## src/rtl/row_result_serializer_if.sv

```systemverilog
// Output element stream of the row result serializer.
interface row_result_serializer_if #(
  parameter int OUT_WIDTH = 8
);
  // A transfer happens on each rising clk edge where valid && ready. Once valid
  // is high, data and last hold steady until that transfer completes.
  logic                 valid;
  logic                 ready;
  logic                 last;
  logic [OUT_WIDTH-1:0] data;

  modport master (output valid, output data, output last, input ready);
  modport slave  (input valid, input data, input last, output ready);
endinterface

```

## src/rtl/row_result_serializer.sv

```systemverilog
// Captures a completed accumulator row and streams it out element by element,
// applying a rounding right shift and saturation to OUT_WIDTH bits.
module row_result_serializer #(
  parameter int NUM_ELEM    = 8,
  parameter int IN_WIDTH    = 16,
  parameter int OUT_WIDTH   = 8,
  parameter int SHIFT_WIDTH = 4
) (
  input  logic                         clk,
  input  logic                         rstn,
  input  logic                         in_done,
  input  logic [NUM_ELEM*IN_WIDTH-1:0] in_row,
  input  logic [SHIFT_WIDTH-1:0]       shift,
  row_result_serializer_if.master      out,
  output logic                         row_done,
  output logic                         busy,
  output logic                         overrun,
  output logic                         fsm_state
);

  localparam int              IDX_W    = (NUM_ELEM > 1) ? $clog2(NUM_ELEM) : 1;
  localparam logic [IDX_W-1:0] LAST_IDX = IDX_W'(NUM_ELEM - 1);

  typedef enum logic {IDLE = 1'b0, STREAM = 1'b1} state_t;

  state_t                        state;
  state_t                        state_next;
  logic                          done_q;
  logic                          armed;
  logic                          capture;
  logic                          valid;
  logic                          xfer;
  logic                          xfer_last;
  logic [IDX_W-1:0]              idx;
  logic [NUM_ELEM*IN_WIDTH-1:0]  row_q;
  logic [SHIFT_WIDTH-1:0]        shift_q;
  logic signed [IN_WIDTH-1:0]    elem;
  logic signed [IN_WIDTH:0]      wide;
  logic signed [IN_WIDTH:0]      rnd;
  logic signed [IN_WIDTH:0]      shifted;
  logic [IN_WIDTH-OUT_WIDTH+1:0] top;
  logic [OUT_WIDTH-1:0]          data_c;

  // armed blocks a capture until in_done has been seen low since reset, so a
  // level still high at reset release is not mistaken for a fresh edge.
  assign capture   = in_done && !done_q && armed;
  assign valid     = (state == STREAM);
  assign xfer      = valid && out.ready;
  assign xfer_last = xfer && (idx == LAST_IDX);

  always_comb begin
    state_next = state;
    case (state)
      IDLE:    if (capture)   state_next = STREAM;
      STREAM:  if (xfer_last) state_next = IDLE;
      default: state_next = IDLE;
    endcase
  end

  always_ff @(posedge clk) begin
    if (!rstn) begin
      state    <= IDLE;
      idx      <= '0;
      done_q   <= 1'b0;
      armed    <= !in_done;
      row_q    <= '0;
      shift_q  <= '0;
      row_done <= 1'b0;
      overrun  <= 1'b0;
    end else begin
      state    <= state_next;
      done_q   <= in_done;
      armed    <= armed || !in_done;
      row_done <= xfer_last;
      if (capture && state == IDLE) begin
        row_q   <= in_row;
        shift_q <= shift;
        idx     <= '0;
      end else if (xfer) begin
        idx <= xfer_last ? '0 : idx + 1'b1;
      end
      if (capture && state == STREAM) overrun <= 1'b1;
    end
  end

  // Round half up, then arithmetic shift; one extra bit keeps the add exact.
  always_comb begin
    elem = row_q[IN_WIDTH*idx +: IN_WIDTH];
    wide = {elem[IN_WIDTH-1], elem};
    rnd  = '0;
    if (shift_q != '0) rnd = (IN_WIDTH+1)'(1) << (shift_q - 1'b1);
    shifted = (wide + rnd) >>> shift_q;
    top     = shifted[IN_WIDTH:OUT_WIDTH-1];
    if ((&top) || !(|top))   data_c = shifted[OUT_WIDTH-1:0];
    else if (shifted[IN_WIDTH]) data_c = {1'b1, {(OUT_WIDTH-1){1'b0}}};
    else                        data_c = {1'b0, {(OUT_WIDTH-1){1'b1}}};
  end

  assign out.valid = valid;
  assign out.last  = valid && (idx == LAST_IDX);
  assign out.data  = data_c;
  assign busy      = valid;
  assign fsm_state = (state == STREAM);

endmodule

```

## src/flat_wrapper.sv

```systemverilog
// flat-port wrapper written by rule: the top's interface ports become plain ports
module row_result_serializer_flat 
#(
  parameter int NUM_ELEM    = 8,
  parameter int IN_WIDTH    = 16,
  parameter int OUT_WIDTH   = 8,
  parameter int SHIFT_WIDTH = 4
)
  (clk, rstn, in_done, in_row, shift, row_done, busy, overrun, fsm_state, out_valid, out_data, out_last, out_ready);
  row_result_serializer_if #(.OUT_WIDTH(OUT_WIDTH)) out_i ();
  input  logic clk;
  input  logic rstn;
  input  logic in_done;
  input  logic [NUM_ELEM*IN_WIDTH-1:0] in_row;
  input  logic [SHIFT_WIDTH-1:0] shift;
  output logic row_done;
  output logic busy;
  output logic overrun;
  output logic fsm_state;
  output wire logic [$bits(out_i.valid)-1:0] out_valid;
  output wire logic [$bits(out_i.data)-1:0] out_data;
  output wire logic [$bits(out_i.last)-1:0] out_last;
  input wire logic [$bits(out_i.ready)-1:0] out_ready;
  assign out_valid = out_i.valid;
  assign out_data = out_i.data;
  assign out_last = out_i.last;
  assign out_i.ready = out_ready;
  row_result_serializer #(.NUM_ELEM(NUM_ELEM), .IN_WIDTH(IN_WIDTH), .OUT_WIDTH(OUT_WIDTH), .SHIFT_WIDTH(SHIFT_WIDTH)) u_core (.clk(clk), .rstn(rstn), .in_done(in_done), .in_row(in_row), .shift(shift), .out(out_i), .row_done(row_done), .busy(busy), .overrun(overrun), .fsm_state(fsm_state));
endmodule
```

## config.mk

```make
export PLATFORM = sky130hd
export DESIGN_NAME = row_result_serializer_flat
export DESIGN_NICKNAME = d
export VERILOG_FILES = /design/src/rtl/row_result_serializer_if.sv /design/src/rtl/row_result_serializer.sv /design/src/flat_wrapper.sv
export SDC_FILE = /design/constraint.sdc
export NUM_CORES = 1
export LEC_CHECK = 0
export ABC_CLOCK_PERIOD_IN_PS = 14200
export BUFFER_PORTS_ARGS = -buffer_cell sky130_fd_sc_hd__buf_2
export CORE_MARGIN = 4
export CORE_UTILIZATION = 40
export DETAILED_ROUTE_END_ITERATION = 8
export SLEW_MARGIN = 20
export SYNTH_ARGS = -nofsm -noshare
export SYNTH_HDL_FRONTEND = slang
export SYNTH_SLANG_ARGS = --single-unit
```

## constraint.sdc

```tcl
create_clock -name clk -period 14.2 [get_ports clk]
set_input_delay 0.71 -clock clk [delete_from_list [all_inputs] [get_ports clk]]
set_output_delay 0.71 -clock clk [all_outputs]
set_load 0.02 [all_outputs]
```

== After elaboration in Yosys (flattened, before gate mapping) ==
Cells that the tools add are included.
W data, S select, Z words.

* Multiplexer cells: 8
* Multipliers: 0
* Bitwise operators: 2
* Magnitude comparators: 0
* Eq/ne operators: 1
* Divide/modulo/power cells: 0
* Add/sub/neg operators: 3
* Shifts and indexed selects: 3
* Reduce and logical (&&, ||, !) cells: 16

{| class="wikitable"
|+ Operator list
! operator !! number
|-
| $shiftx A128 B8 Y16 || 1
|-
| $add A16 B17 Y17 || 1
|-
| $mux W17 || 1
|-
| $shl A1 B4 Y17 const A || 1
|-
| $sshr A17 B4 Y17 || 1
|-
| $mux W8 || 2
|-
| $reduce_and A10 Y1 || 1
|-
| $reduce_or A10 Y1 || 1
|-
| $logic_and A1 B1 Y1 || 7
|-
| $reduce_bool A4 Y1 || 1
|-
| $sub A4 B1 Y4 const B || 1
|-
| $add A3 B1 Y3 const B || 1
|-
| $eq A3 B3 Y1 const B || 1
|-
| $logic_not A1 Y1 || 3
|-
| $mux W1 || 3
|-
| $mux W3 || 1
|-
| $logic_or A1 B1 Y1 || 2
|-
| $not A1 Y1 || 2
|-
| $pmux W1 S2 || 1
|-
| $reduce_or A2 Y1 || 1
|}

* ROM bits: 0
* Bits in latches: 0
* Input port bits: 136
* Logic and storage cells: 41
* Register bits: 140
* Memories: 0
* RAM bits: 0

== Logic depth before layout (Yosys ltp) ==
Gate-level depths: netlist of the first run.

* Depth after elaboration: 9
* Mapped depth: 18
* Mapped depth without buffers: 15

== Worst setup path after synthesis of the first run ==
Ideal clock, no wire load.

* Path type: reg-to-output
* Start: register u_core.idx[1]
* End: output out_data[4]
* Data required time: 13,490 ps
* Setup slack: 8,562 ps
* Cell stages (with the launch flop): 16
* Data arrival time: 4,928 ps
* Cells stage by stage: dfxtp_1 clkbuf_1 buf_1 mux4_2 mux2_2 ha_1 a211oi_1 o21ai_2 a221oi_2 xnor2_1 nor2_1 a311o_1 or3_1 o311ai_2 a31oi_2 o31ai_1

* Cells in the longest elaborated chain, start to end: 7
* Elaborated cells between the ends (all ways): 9
* Those cells by class: add/sub: 1; shift: 2; mux: 2; reduce/logical: 4

{| class="wikitable"
|+ RTL lines
! item !! line !! RTL
|-
| from (decl) || row_result_serializer.sv:34 || <nowiki>logic [IDX_W-1:0] idx;</nowiki>
|-
| from (signal assigned) || row_result_serializer.sv:80 || <nowiki>idx <= xfer_last ? '0 : idx + 1'b1;</nowiki>
|-
| $shiftx A128 B8 Y16 * || row_result_serializer.sv:88 || <nowiki>elem = row_q[IN_WIDTH*idx +: IN_WIDTH];</nowiki>
|-
| $add A16 B17 Y17 * || row_result_serializer.sv:92 || <nowiki>shifted = (wide + rnd) >>> shift_q;</nowiki>
|-
| $sshr A17 B4 Y17 * || row_result_serializer.sv:92 ||
|-
| $reduce_or A10 Y1 || row_result_serializer.sv:94 || <nowiki>if ((&top) || !(|top)) data_c = shifted[OUT_WIDTH-1:0];</nowiki>
|-
| $logic_not A1 Y1 || row_result_serializer.sv:94 ||
|-
| $logic_or A1 B1 Y1 || row_result_serializer.sv:94 ||
|-
| $mux W8 * || row_result_serializer.sv:94 ||
|-
| to (decl) || flat_wrapper.sv:21 || <nowiki>output wire logic [$bits(out_i.data)-1:0] out_data;</nowiki>
|}

Mark *: on every way between the ends. The rest lies on a longest branch, timed or not.

== Worst setup path after layout of the first run ==
* Start: register u_core.shift_q[2]
* End: output out_data[4]

* Cells in the longest elaborated chain, start to end: 9
* Elaborated cells between the ends (all ways): 12
* Those cells by class: add/sub: 2; shift: 2; mux: 3; reduce/logical: 5

{| class="wikitable"
|+ RTL lines
! item !! line !! RTL
|-
| from (decl) || row_result_serializer.sv:36 || <nowiki>logic [SHIFT_WIDTH-1:0] shift_q;</nowiki>
|-
| from (signal assigned) || row_result_serializer.sv:77 || <nowiki>shift_q <= shift;</nowiki>
|-
| $sub A4 B1 Y4 || row_result_serializer.sv:91 || <nowiki>if (shift_q != '0) rnd = (IN_WIDTH+1)'(1) << (shift_q - 1'b1);</nowiki>
|-
| $shl A1 B4 Y17 || row_result_serializer.sv:91 ||
|-
| $mux W17 || row_result_serializer.sv:91 ||
|-
| $add A16 B17 Y17 || row_result_serializer.sv:92 ||
|-
| $sshr A17 B4 Y17 * || row_result_serializer.sv:92 ||
|-
| $reduce_or A10 Y1 || row_result_serializer.sv:94 ||
|-
| $logic_not A1 Y1 || row_result_serializer.sv:94 ||
|-
| $logic_or A1 B1 Y1 || row_result_serializer.sv:94 ||
|-
| $mux W8 * || row_result_serializer.sv:94 ||
|}

Marked as above.

==> summary.txt, run 1 <==
Clock tree
  – Post-CTS setup buffer count: 0
  – CTS Hold Bufs: 0
  – H-Tree Depth: 4
  – Clock sink total: 140
  – TritonCTS clock tree: built
  – Number of buffers created by CTS: 17
  – Clk pin slew, worst setup/hold paths: ~60 ps
  – CTS max path bufs: 2
  – Clock Latency Late Sink: 420 ps
  – Root Buffer: clkbuf_16
  – CTS resizes: 0

Run
  – Max Cap Viol: 0

Die
  – Initial Util: 0.406
  – Die X: 148 µm
  – Die area: 22000 µm²
  – Die Y: 148 µm
  – CORE AREA: 19400 µm²
  – Io pins: 150
  – Cell Rows: just over 50

Final layout
  – Layout cells sized above 1: 0.234
  – Layout Utilization: 0.484
  – Area delta synth->final: 19.2%
  – Antenna cells: 0
  – Most frequent cells in the layout: nand2_1 (304), buf_2 (148), dfxtp_1 (138)
  – Filler cells: between 1500 and 2000
  – Fin nets: 1206
  – Commonest non-fill, non-tap cell in the layout: nand2_1

Detailed routing
  – Antenna-violating nets left: 0
  – # DRC: 0
  – WL met2: 10.1 mm
  – Top Metal Used: met4
  – Metal3 WL: 990 µm
  – Met1 WL: 10.2 mm
  – Via/cell ratio: 5.22
  – WL final: 21.6 mm
  – DRT iter0 DRCs: 460
  – Via count: roughly 6900
  – WL/cell: approximately 16 µm
  – DRT Pass-1 Iters: 5

Yosys
  – Ys async rst share: 0
  – Synth top area share: 0.356
  – Syn nets: 1104
  – Yosys cell types: 67
  – EDFF count, synth: 0
  – Simple-gate share of the synthesized area: 0.199
  – Post-synthesis xor/xnor area fraction: 0.0156
  – Post-synthesis area per instance: 8.30 µm²
  – Yosys reg bits: 140
  – Post-synth top area cell: dfxtp_1
  – Combinational family with the most area after synthesis: compound AO/OA/AOI/OAI gates
  – Cells after Synth: 949
  – Synth Area in Adders: 0.0311
  – Synthesized cell area: 7880 µm²
  – Compound-Gate Fraction of Synth Area: 0.229
  – Post-synthesis sequential area ratio: 0.356
  – Top FF cell, synth: dfxtp_1
  – Multiplexer share of the synthesized area: 0.131
  – Ys Warns: 0
  – Dominant cells by area after synthesis: dfxtp_1 (36%), nand2_1 (14%), a21boi_0 (13%)

Worst setup path
  – Crit path launch: u_core.shift_q[2]$_SDFFE_PN0P_
  – CP Capture Type: output pin
  – Worst-path fanout max: 26
  – Worst R2R Setup Slack: 11860 ps
  – CP max stage cell: dfxtp_1
  – Largest delay share family, worst path: compound AO/OA/AOI/OAI gates
  – CP Launch Type: register
  – Crit path buf inv count: 2
  – Reg2reg end: u_core.row_q[2]$_SDFFE_PN0P_
  – RR Startpoint: u_core.busy$_SDFF_PN0_
  – Worst EP arrival: 5820 ps
  – CP peak stage delay: 910 ps
  – Crit-path cells: clkinv_1 > nand2_1 > nor2_1 > ha_1 > fa_1 > a211oi_1 > o21ai_2 > a211oi_1 > o31ai_1 > xnor2_1 > or2_2 > nand3_1 > o2bb2ai_1 > a31oi_2 > o31ai_1 > buf_2
  – R2R depth: 5
  – WS Path Type: register to output pin
  – CP required: 13490 ps

Hold path
  – Hold path startpoint: u_core.armed$_DFF_P_
  – Hold path cells: 2
  – Hold EP: u_core.armed$_DFF_P_
  – Hold WC Path Type: register to register

STA
  – Final setup vio count: 0
  – Endpoints failing hold: 0
  – Max-slew violation count: 0
  – Setup TNS: 0 ps
  – Worst Hold Slack: 448 ps
  – Final min period: 6530 ps
  – Worst slew margin: 0.278
  – Final Cycle Share: 0.460
  – Fmax: 153 MHz
  – Worst-Margin Slew: 1080 ps
  – Clk_skew: 7.28 ps
  – Unrepaired setup endpoints after global routing: false

Run status
  – Status: completed

Global route
  – Grt ovf: 0
  – Vias in the first global route: 6593
  – Tot GR Track Use: 0.196
  – Initial antenna violation count: 0
  – Largest net degree at the start of global routing: 107
  – First-pass GRT wire length: 34.4 mm

Placed design
  – GPL Wtd Cong: 0.908
  – Post-DP HPWL: 15.8 mm
  – Port bufs: 149

Pwr
  – P_leak: roughly 3.7 nW
  – Max VDD drop: 0.0000804 V
  – PD cells: 115 nW/µm²
[synth_stat cells, drive strengths merged (2+ instances only)]
master and instances:
nand2 304, dfxtp 140, a21boi 136, clkbuf 62, nor2 39, mux4 34, a21oi 28, o21ai 23
ha 18, mux2 15, buf 10, mux2i 10, a21o 9, nand3 9, nor3 9, o211ai 9
xnor2 8, a211oi 7, and2 7, a31oi 6, xor2 6, inv 4, o31ai 4, and3 3
nand2b 3, o211a 3, o21bai 3, or3 3, a22o 2, a311oi 2, nand4 2, nor2b 2
o22ai 2, o2bb2ai 2, or2 2
[registers in the layout, summed over array words and instances (netlist names)]
signal and count:
u_core.row_done 1, u_core.idx 3, u_core.busy 1, u_core.overrun 1, u_core.shift_q 4, u_core.armed 1
u_core.done_q 1, u_core.row_q 128
[per-layer routing]
| metal | up-vias | GRT usage |
|---|---|---|
| met4 | 0 | 0.0522 |
| met1 | 3240 | 0.275 |
| met2 | 164 | 0.315 |
| met5 | - | 0 |
| li1 | 3509 | - |
| met3 | 22 | 0.0341 |
[stage by stage]
stage                     total power, mW  setup slack [ps]  std cells  instance area [µm²]
after floorplan                     0.541              8560        949                 7880
after global placement              0.596              8190       1297                 8740
after detailed placement            0.598              8080       1297                 8740
after CTS                            1.09              7620       1328                 9400
after global routing                 1.12              7120       1328                 9400
final                                1.08              7670       1328                 9400
[where the power goes]
group | internal, mW | total [mW] | leakage [nW] | switching [mW]
logic | 0.0668 | 0.158 | 2.22 | 0.0914
clock network | 0.325 | 0.489 | 0.315 | 0.164
registers | 0.414 | 0.430 | 1.14 | 0.0156
[logic make-up (layout without fill, tap and decap cells)]
group           count (synthesis)  after routing
xor+xnor                       14             14
fa+ha+maj                      19             19
simple gates                  389            389
mux                            59             59
other cells                     1              1
buf+inv                        77            191
flops                         140            140
compound gates                250            250
[area by class of cell]
cell class              instances  area [µm²]  share of cell area
multi-input cells             732        4790               0.510
flip-flops and latches        140        2810               0.299
repair buffers                155         793              0.0844
clock buffers                  21         470              0.0501
well taps                     265         332              0.0353
clock inverters                10         188              0.0200
inverters                       5        18.8             0.00200
[worst min-delay path, cell delays in order (launching register included)]
cell     delay (ps)
dfxtp_1         310
nand2_1          50
nand2_1          40
[worst max-delay path by stage]
stage	cells after the start	slack (ps)	to
final	16	7670	out_data[4]
after global routing	16	7120	out_data[4]
after CTS	15	7620	out_data[4]
after detailed placement	15	8080	out_data[4]
after global placement	15	8190	out_data[4]
after floorplan	15	8560	out_data[4]
(Power assumes the default switching activity.)
==> inputs of run 2 (changes only) <==
--- a/config.mk
+++ b/config.mk
@@ -5,7 +5,8 @@
 export SDC_FILE = /design/constraint.sdc
 export NUM_CORES = 1
 export LEC_CHECK = 0
-export ABC_CLOCK_PERIOD_IN_PS = 14200
+export ABC_AREA = 1
+export ABC_CLOCK_PERIOD_IN_PS = 5350
 export BUFFER_PORTS_ARGS = -buffer_cell sky130_fd_sc_hd__buf_2
 export CORE_MARGIN = 4
 export CORE_UTILIZATION = 40
==> constraint.sdc (replaced) <==
create_clock -name clk -period 5.35 [get_ports clk]
set_input_delay 0.2675 -clock clk [delete_from_list [all_inputs] [get_ports clk]]
set_output_delay 0.2675 -clock clk [all_outputs]
set_load 0.02 [all_outputs]
==> summary.txt, run 2 <==
Worst setup path
  – CP Capture Type: output pin
  – Worst R2R Setup Slack: 2890 ps (-8970 ps)
  – R2R depth: 6 (+1)
  – Worst EP arrival: 4470 ps (-1350 ps)
  – CP Launch Type: register
  – WS Path Type: register to output pin
  – CP peak stage delay: 540 ps (-370 ps)
  – RR Startpoint: u_core.busy$_SDFF_PN0_
  – Top cell by count, worst path: nand2_1
  – Reg2reg end: u_core.idx[2]$_SDFFE_PP0P_
  – Crit path launch: u_core.idx[0]$_SDFFE_PP0P_
  – CP required: 5080 ps (-8410 ps)
  – Worst-path fanout max: 67 (+160%)
  – CP max stage cell: buf_4

Hold path
  – Hold EP: u_core.done_q$_SDFF_PN0_
  – Hold path startpoint: in_done
  – Hold path cells: 3 (+1)
  – Hold WC Path Type: primary input to register

Clock tree
  – TritonCTS clock tree: built
  – Clock Latency Late Sink: 420 ps (about the same)
  – Root Buffer: clkbuf_16
  – H-Tree Depth: 4 (unchanged)
  – Clk pin slew, worst setup/hold paths: 60 ps (about the same)
  – Number of buffers created by CTS: 17 (unchanged)
  – CTS max path bufs: 2 (unchanged)
  – Clock sink total: 140 (unchanged)

STA
  – Unrepaired setup endpoints after global routing: false
  – Final setup vio count: 0 (unchanged)
  – Clk_skew: 8.03 ps (+0.757 ps)
  – Fmax: 211 MHz
  – Final min period: 4740 ps
  – Setup TNS: 0 ps (unchanged)
  – Endpoints failing hold: 0 (unchanged)
  – Max-slew violation count: 0 (unchanged)
  – Final Cycle Share: 0.886
  – Worst-Margin Slew: 838 ps (-245 ps)
  – Worst slew margin: 0.441 (+0.163)
  – Worst Hold Slack: 56.0 ps (-392 ps)
  – Fin worst setup slack: 612 ps (-7060 ps)

Yosys
  – Ys async rst share: 0 (unchanged)
  – Post-synthesis sequential area ratio: 0.352 (-0.00358)
  – Ys Warns: 0 (unchanged)
  – Combinational family with the most area after synthesis: simple AND/OR/NAND/NOR gates
  – Dominant cells by area after synthesis: dfxtp_1 (35%), nor2_1 (18%), o21ai_0 (13%)
  – Syn nets: 1425 (+29%)
  – Cells after Synth: 1270 (+34%)
  – Yosys cell types: 41 (-39%)
  – Synth Area in Adders: 0.0308 (-0.000313)
  – Yosys reg bits: 140 (unchanged)
  – Post-synth top area cell: dfxtp_1
  – Multiplexer share of the synthesized area: 0 (-0.131)
  – Top cells by count, synth: nor2_1 (383), o21ai_0 (199), nand2_1 (171), dfxtp_1 (140), inv_1 (77)
  – EDFF count, synth: 0 (unchanged)
  – Post-synthesis area per instance: 6.27 µm² (-25%)
  – Simple-gate share of the synthesized area: 0.348 (+0.149)
  – Count leader, synth: nor2_1
  – Compound-Gate Fraction of Synth Area: 0.180 (-0.0495)
  – Post-synthesis xor/xnor area fraction: 0.00770 (-0.00786)
  – Synth top area share: 0.352 (-0.00358)
  – Top FF cell, synth: dfxtp_1
  – Synthesized cell area: 7960 µm² (+1.0%)

Detailed routing
  – Antenna-violating nets left: 0 (unchanged)
  – # DRC: 0 (unchanged)
  – Via/cell ratio: 5.05 (-3.4%)
  – Via count: 8312 (+20%)
  – DRT Pass-1 Iters: 6 (+1)
  – WL/cell: 15.1 µm (-6.9%)
  – DRT iter0 DRCs: 682 (+48%)
  – WL final: 24.9 mm (+15%)

Global route
  – Initial antenna violation count: 0 (unchanged)
  – Tot GR Track Use: 0.225 (+0.0284)
  – Grt ovf: 0 (unchanged)
  – First-pass GRT wire length: 40.1 mm (+17%)
  – Met2 Usage GRT: 0.357 (+0.0422)
  – GRT met1 Usage: 0.322 (+0.0464)
  – Largest net degree at the start of global routing: 114 (+6.5%)
  – Vias in the first global route: 7790 (+18%)
  – Met3 GRT Util: 0.0395 (+0.00538)
  – GRT busiest layer: met2

Final layout
  – Layout cells sized above 1: 0.172 (-0.0620)
  – Filler cells: 2133 (+9.3%)
  – Fin nets: 1525 (+26%)
  – Commonest non-fill, non-tap cell in the layout: nor2_1
  – Reg with most FFs: u_core.row_q
  – Max reg flops: 128 (unchanged)
  – Top flop regs: u_core.row_q: 128 flops, u_core.shift_q: 4 flops, u_core.idx: 3 flops
  – Most frequent cells in the layout: nor2_1 (382), o21ai_0 (199), nand2_1 (171)
  – Area delta synth->final: 18.8%
  – Antenna cells: 0 (unchanged)

Placed design
  – Dpl ws: 880 ps (-7200 ps)
  – Port bufs: 149 (unchanged)
  – GPL Wtd Cong: 0.883 (-2.7%)
  – Post-DP HPWL: 18.0 mm (+14%)

Die
  – Io pins: 150 (unchanged)
  – Cell Rows: 51 (unchanged)
  – Die area: 22200 µm² (+0.96%)
  – Die X: 149 µm (+0.48%)
  – Die Y: 149 µm (+0.48%)
  – Initial Util: 0.408 (+0.00145)
  – CORE AREA: 19500 µm² (+0.66%)

Pwr
  – P_leak: 4.63 nW (+26%)
  – Total Power: 3.12 mW (+190%)
  – Max VDD drop: 0.000221 V (+170%)
  – PD cells: 330 nW/µm² (+190%)

Run
  – Max Cap Viol: 0 (unchanged)

Run status
  – Status: completed
-- run 2: cell types whose count changed in the layout (fill, tap and decap cells not counted), sizes merged, moves of 9 or more --
| cell | change |
|---|---|
| mux4 | -34 |
| a21o | -9 |
| o22ai | +13 |
| a21boi | -136 |
| nor2 | +352 |
| inv | +82 |
| nand3 | +70 |
| mux2i | -10 |
| mux2 | -15 |
| a31oi | +11 |
| o21ai | +177 |
| nand2 | -112 |
-- run 2: worst max-delay path: cells and delay by family (launching register included) --
| kind | cells | cell delay (ps) |
|---|---|---|
| flip-flops | 1 | 330 |
| AND/OR/NAND/NOR | 20 | 1580 |
| adder cells (fa/ha/maj) | 1 | 370 |
| AO/OA/AOI/OAI | 4 | 960 |
| buffers and inverters | 3 | 750 |
-- run 2: stage by stage --
stage	std cells	util	area [µm²]
finish	1647	0.484	9460
global route	1647	0.484	9460
CTS	1647	0.484	9450
detailed placement	1616	0.451	8810
global placement	1616	0.451	8810
floorplan	1270	-	7960
-- run 2: kinds of logic after synthesis --
group,count (synthesis)
AND/OR/NAND/NOR,671
AO/OA/AOI/OAI,269
buffers and inverters,163
flip-flops,140
adder cells (fa/ha/maj),19
XOR/XNOR,7
other,1
-- run 2: final cells by class --
class | count | area (µm²) | area share
Sequential cell | 140 | 2810 | 0.297
Clock inverter | 11 | 183 | 0.0193
Timing Repair Buffer | 159 | 833 | 0.0881
Tap cell | 265 | 332 | 0.0351
Clock buffer | 20 | 457 | 0.0483
Inverter | 85 | 330 | 0.0349
Multi-Input combinational cell | 967 | 4520 | 0.478
-- run 2: how the worst max path moves through the flow --
stage	end	cells past startpoint
after floorplan	out_data[0]	29
after global placement	out_data[0]	27
after detailed placement	out_data[1]	25
after CTS	out_data[1]	25
after global routing	out_data[4]	29
final	out_data[1]	28
-- run 2: per-layer routing --
metal	vias up	part of all wire
li1	4320	-
met1	3712	0.48
met2	261	0.45
met3	19	0.059
met4	0	0.014
met5	-	0
-- run 2: timing repair --
action,4_1_cts,5_1_grt
setup buffers,0,0
gates resized for setup,0,2
setup endpoints to repair,0,7
hold buffers,0,0
hold endpoints to repair,0,0
-- run 2: report_power, final --
group	switching, mW	leakage, nW	total [mW]	internal (mW)
clock network	0.474	0.309	1.29	0.811
registers	0.0475	1.15	1.17	1.13
logic	0.428	3.17	0.660	0.232
total	0.949	4.63	3.12	2.17
==> inputs of run 3 (changes only) <==
==> constraint.sdc (replaced) <==
create_clock -name clk -period 5.35 [get_ports clk]
set_input_delay 0.535 -clock clk [delete_from_list [all_inputs] [get_ports clk]]
set_output_delay 0.535 -clock clk [all_outputs]
set_load 0.02 [all_outputs]
==> summary.txt, run 3 (same netlist as run 2, synthesis figures left out) <==
Global route
  – Initial antenna violation count: 0 (unchanged)
  – Largest net degree at the start of global routing: 121 (+6.1%)
  – First-pass GRT wire length: 39.6 mm (-1.2%)
  – Tot GR Track Use: 0.221 (-0.00347)
  – Vias in the first global route: 7768 (-0.28%)
  – Grt ovf: 0 (unchanged)

Worst setup path
  – Worst EP arrival: 4460 ps (about the same)
  – WS Path Type: register to output pin
  – CP Launch Type: register
  – CP required: 4820 ps (-260 ps)
  – CP Capture Type: output pin
  – Worst-path fanout max: 12 (-82%)

Die
  – Die Y: 149 µm (unchanged)
  – Io pins: 150 (unchanged)
  – Die X: 149 µm (unchanged)
  – Die area: 22200 µm² (unchanged)
  – CORE AREA: 19500 µm² (unchanged)
  – Cell Rows: 51 (unchanged)
  – Initial Util: 0.408 (unchanged)

Final layout
  – Layout Cells excl Fill: 1648 (+0.061%)
  – Layout cells sized above 1: 0.171 (-0.000848)
  – Fin nets: 1526 (+0.066%)
  – Max reg flops: 128 (unchanged)
  – Antenna cells: 0 (unchanged)
  – Commonest non-fill, non-tap cell in the layout: nor2_1
  – Most frequent cells in the layout: nor2_1 (382), o21ai_0 (199), nand2_1 (171)
  – Top flop regs: u_core.row_q: 128 flops, u_core.shift_q: 4 flops, u_core.idx: 3 flops
  – Reg with most FFs: u_core.row_q
  – Area delta synth->final: 18.3%

Pwr
  – P_leak: 4.61 nW (-0.52%)
  – Max VDD drop: 0.000226 V (+2.3%)
  – Total Power: 3.05 mW (-2.3%)
  – PD cells: 323 nW/µm² (-2.0%)

Detailed routing
  – DRT Pass-1 Iters: 5 (-1)
  – DRT iter0 DRCs: 743 (+8.9%)
  – Via count: 8386 (+0.89%)
  – WL/cell: 15.2 µm (+0.12%)
  – Via/cell ratio: 5.09 (+0.83%)
  – WL final: 25.0 mm (+0.18%)
  – Antenna-violating nets left: 0 (unchanged)
  – # DRC: 0 (unchanged)

STA
  – Final setup vio count: 0 (unchanged)
  – Worst slew margin: 0.288 (-0.153)
  – Final min period: 4990 ps (+253 ps)
  – Endpoints failing hold: 0 (unchanged)
  – Max-slew violation count: 0 (unchanged)
  – Final Cycle Share: 0.933 (+0.0473)
  – Clk_skew: 9.76 ps (+1.73 ps)
  – Fin worst setup slack: 359 ps (-253 ps)
  – Worst-Margin Slew: 1070 ps (+230 ps)
  – Fmax: 200 MHz (-5.1%)

Clock tree
  – CTS resizes: 0 (unchanged)
  – Number of buffers created by CTS: 17 (unchanged)
  – TritonCTS clock tree: built
  – Clock Latency Late Sink: 430 ps (about the same)
  – H-Tree Depth: 4 (unchanged)
  – Clk pin slew, worst setup/hold paths: 60 ps (about the same)
  – Root Buffer: clkbuf_16
  – CTS max path bufs: 2 (unchanged)
  – Post-CTS setup buffer count: 0 (unchanged)
  – CTS Hold Bufs: 0 (unchanged)
  – Clock sink total: 140 (unchanged)

Run status
  – Status: completed

Hold path
  – Hold WC Path Type: primary input to register

Placed design
  – Dpl cells: 1616 (unchanged)
  – GPL Wtd Cong: 0.908 (+2.8%)
  – Dpl ws: 830 ps (-50.1 ps)
  – Port bufs: 149 (unchanged)
  – Post-DP HPWL: 17.8 mm (-1.1%)

Run
  – Max Cap Viol: 0 (unchanged)
[run 3: power by group]
group	switching, mW	total (mW)	internal, mW
logic	0.427	0.659	0.232
registers	0.0492	1.18	1.13
clock network	0.474	1.21	0.738
total	0.950	3.05	2.10
[run 3: worst max-delay path, stage by stage (launching register included)]
cell and delay [ps]:
dfxtp_1 470, clkinvlp_4 340, buf_4 280, nor2_1 160
o21ai_0 100, a31oi_1 340, ha_1 380, nand2_2 150
inv_1 50, nand2_1 60, nand2_1 50, a21oi_1 230
nand2_1 80, nand2_1 80, nand3_1 90, nand3_1 130
nand3_1 100, nand2_1 140, nand2_1 60, nand2_1 70
nand3_1 70, nor2_1 120, nand2_2 90, nand2_4 90
nand2_1 50, nand2_1 60, buf_2 160
[run 3: cell type report]
| cell class | instances | area (µm²) |
|---|---|---|
| clock buffers | 19 | 433 |
| clock inverters | 12 | 165 |
| fillers | 2119 | 10100 |
| inverters | 85 | 328 |
| multi-input cells | 967 | 4520 |
| flip-flops and latches | 140 | 2800 |
| well taps | 265 | 332 |
| repair buffers | 159 | 837 |
| repair inverters | 1 | 5.00 |
[run 3: stage by stage]
stage / setup TNS [ps] / util / hold WS, ps / cell area [µm²]
global route: -4.98 / 0.483 / 333 / 9420
detailed placement: 0 / 0.451 / 442 / 8810
finish: 0 / 0.483 / 324 / 9420
floorplan: 0 / - / 429 / 7960
CTS: 0 / 0.482 / 312 / 9410
global placement: 0 / 0.451 / 436 / 8810
[run 3: path summary, 6_finish.rpt]
| path | from | endpoint | slack, ps | depth (start not counted) |
|---|---|---|---|---|
| max | u_core.idx[1]$_SDFFE_PP0P_ | out_data[1] | 360 | 26 |
| min | in_done | u_core.done_q$_SDFF_PN0_ | 320 | 3 |
| min reg2reg | u_core.overrun$_SDFFE_PN0P_ | u_core.overrun$_SDFFE_PN0P_ | 450 | 2 |
| max reg2reg | u_core.armed$_DFF_P_ | u_core.row_q[21]$_SDFFE_PN0P_ | 3200 | 7 |
[run 3: per-layer routing]
layer  up-vias  track usage  routed length, µm  share of wire
met5         -            0                  0              0
met4         0       0.0691                535          0.021
met3        35       0.0298               1250          0.050
met2       240        0.342              11000           0.44
met1      3788        0.321              12200           0.49
li1       4323            -                  -              -
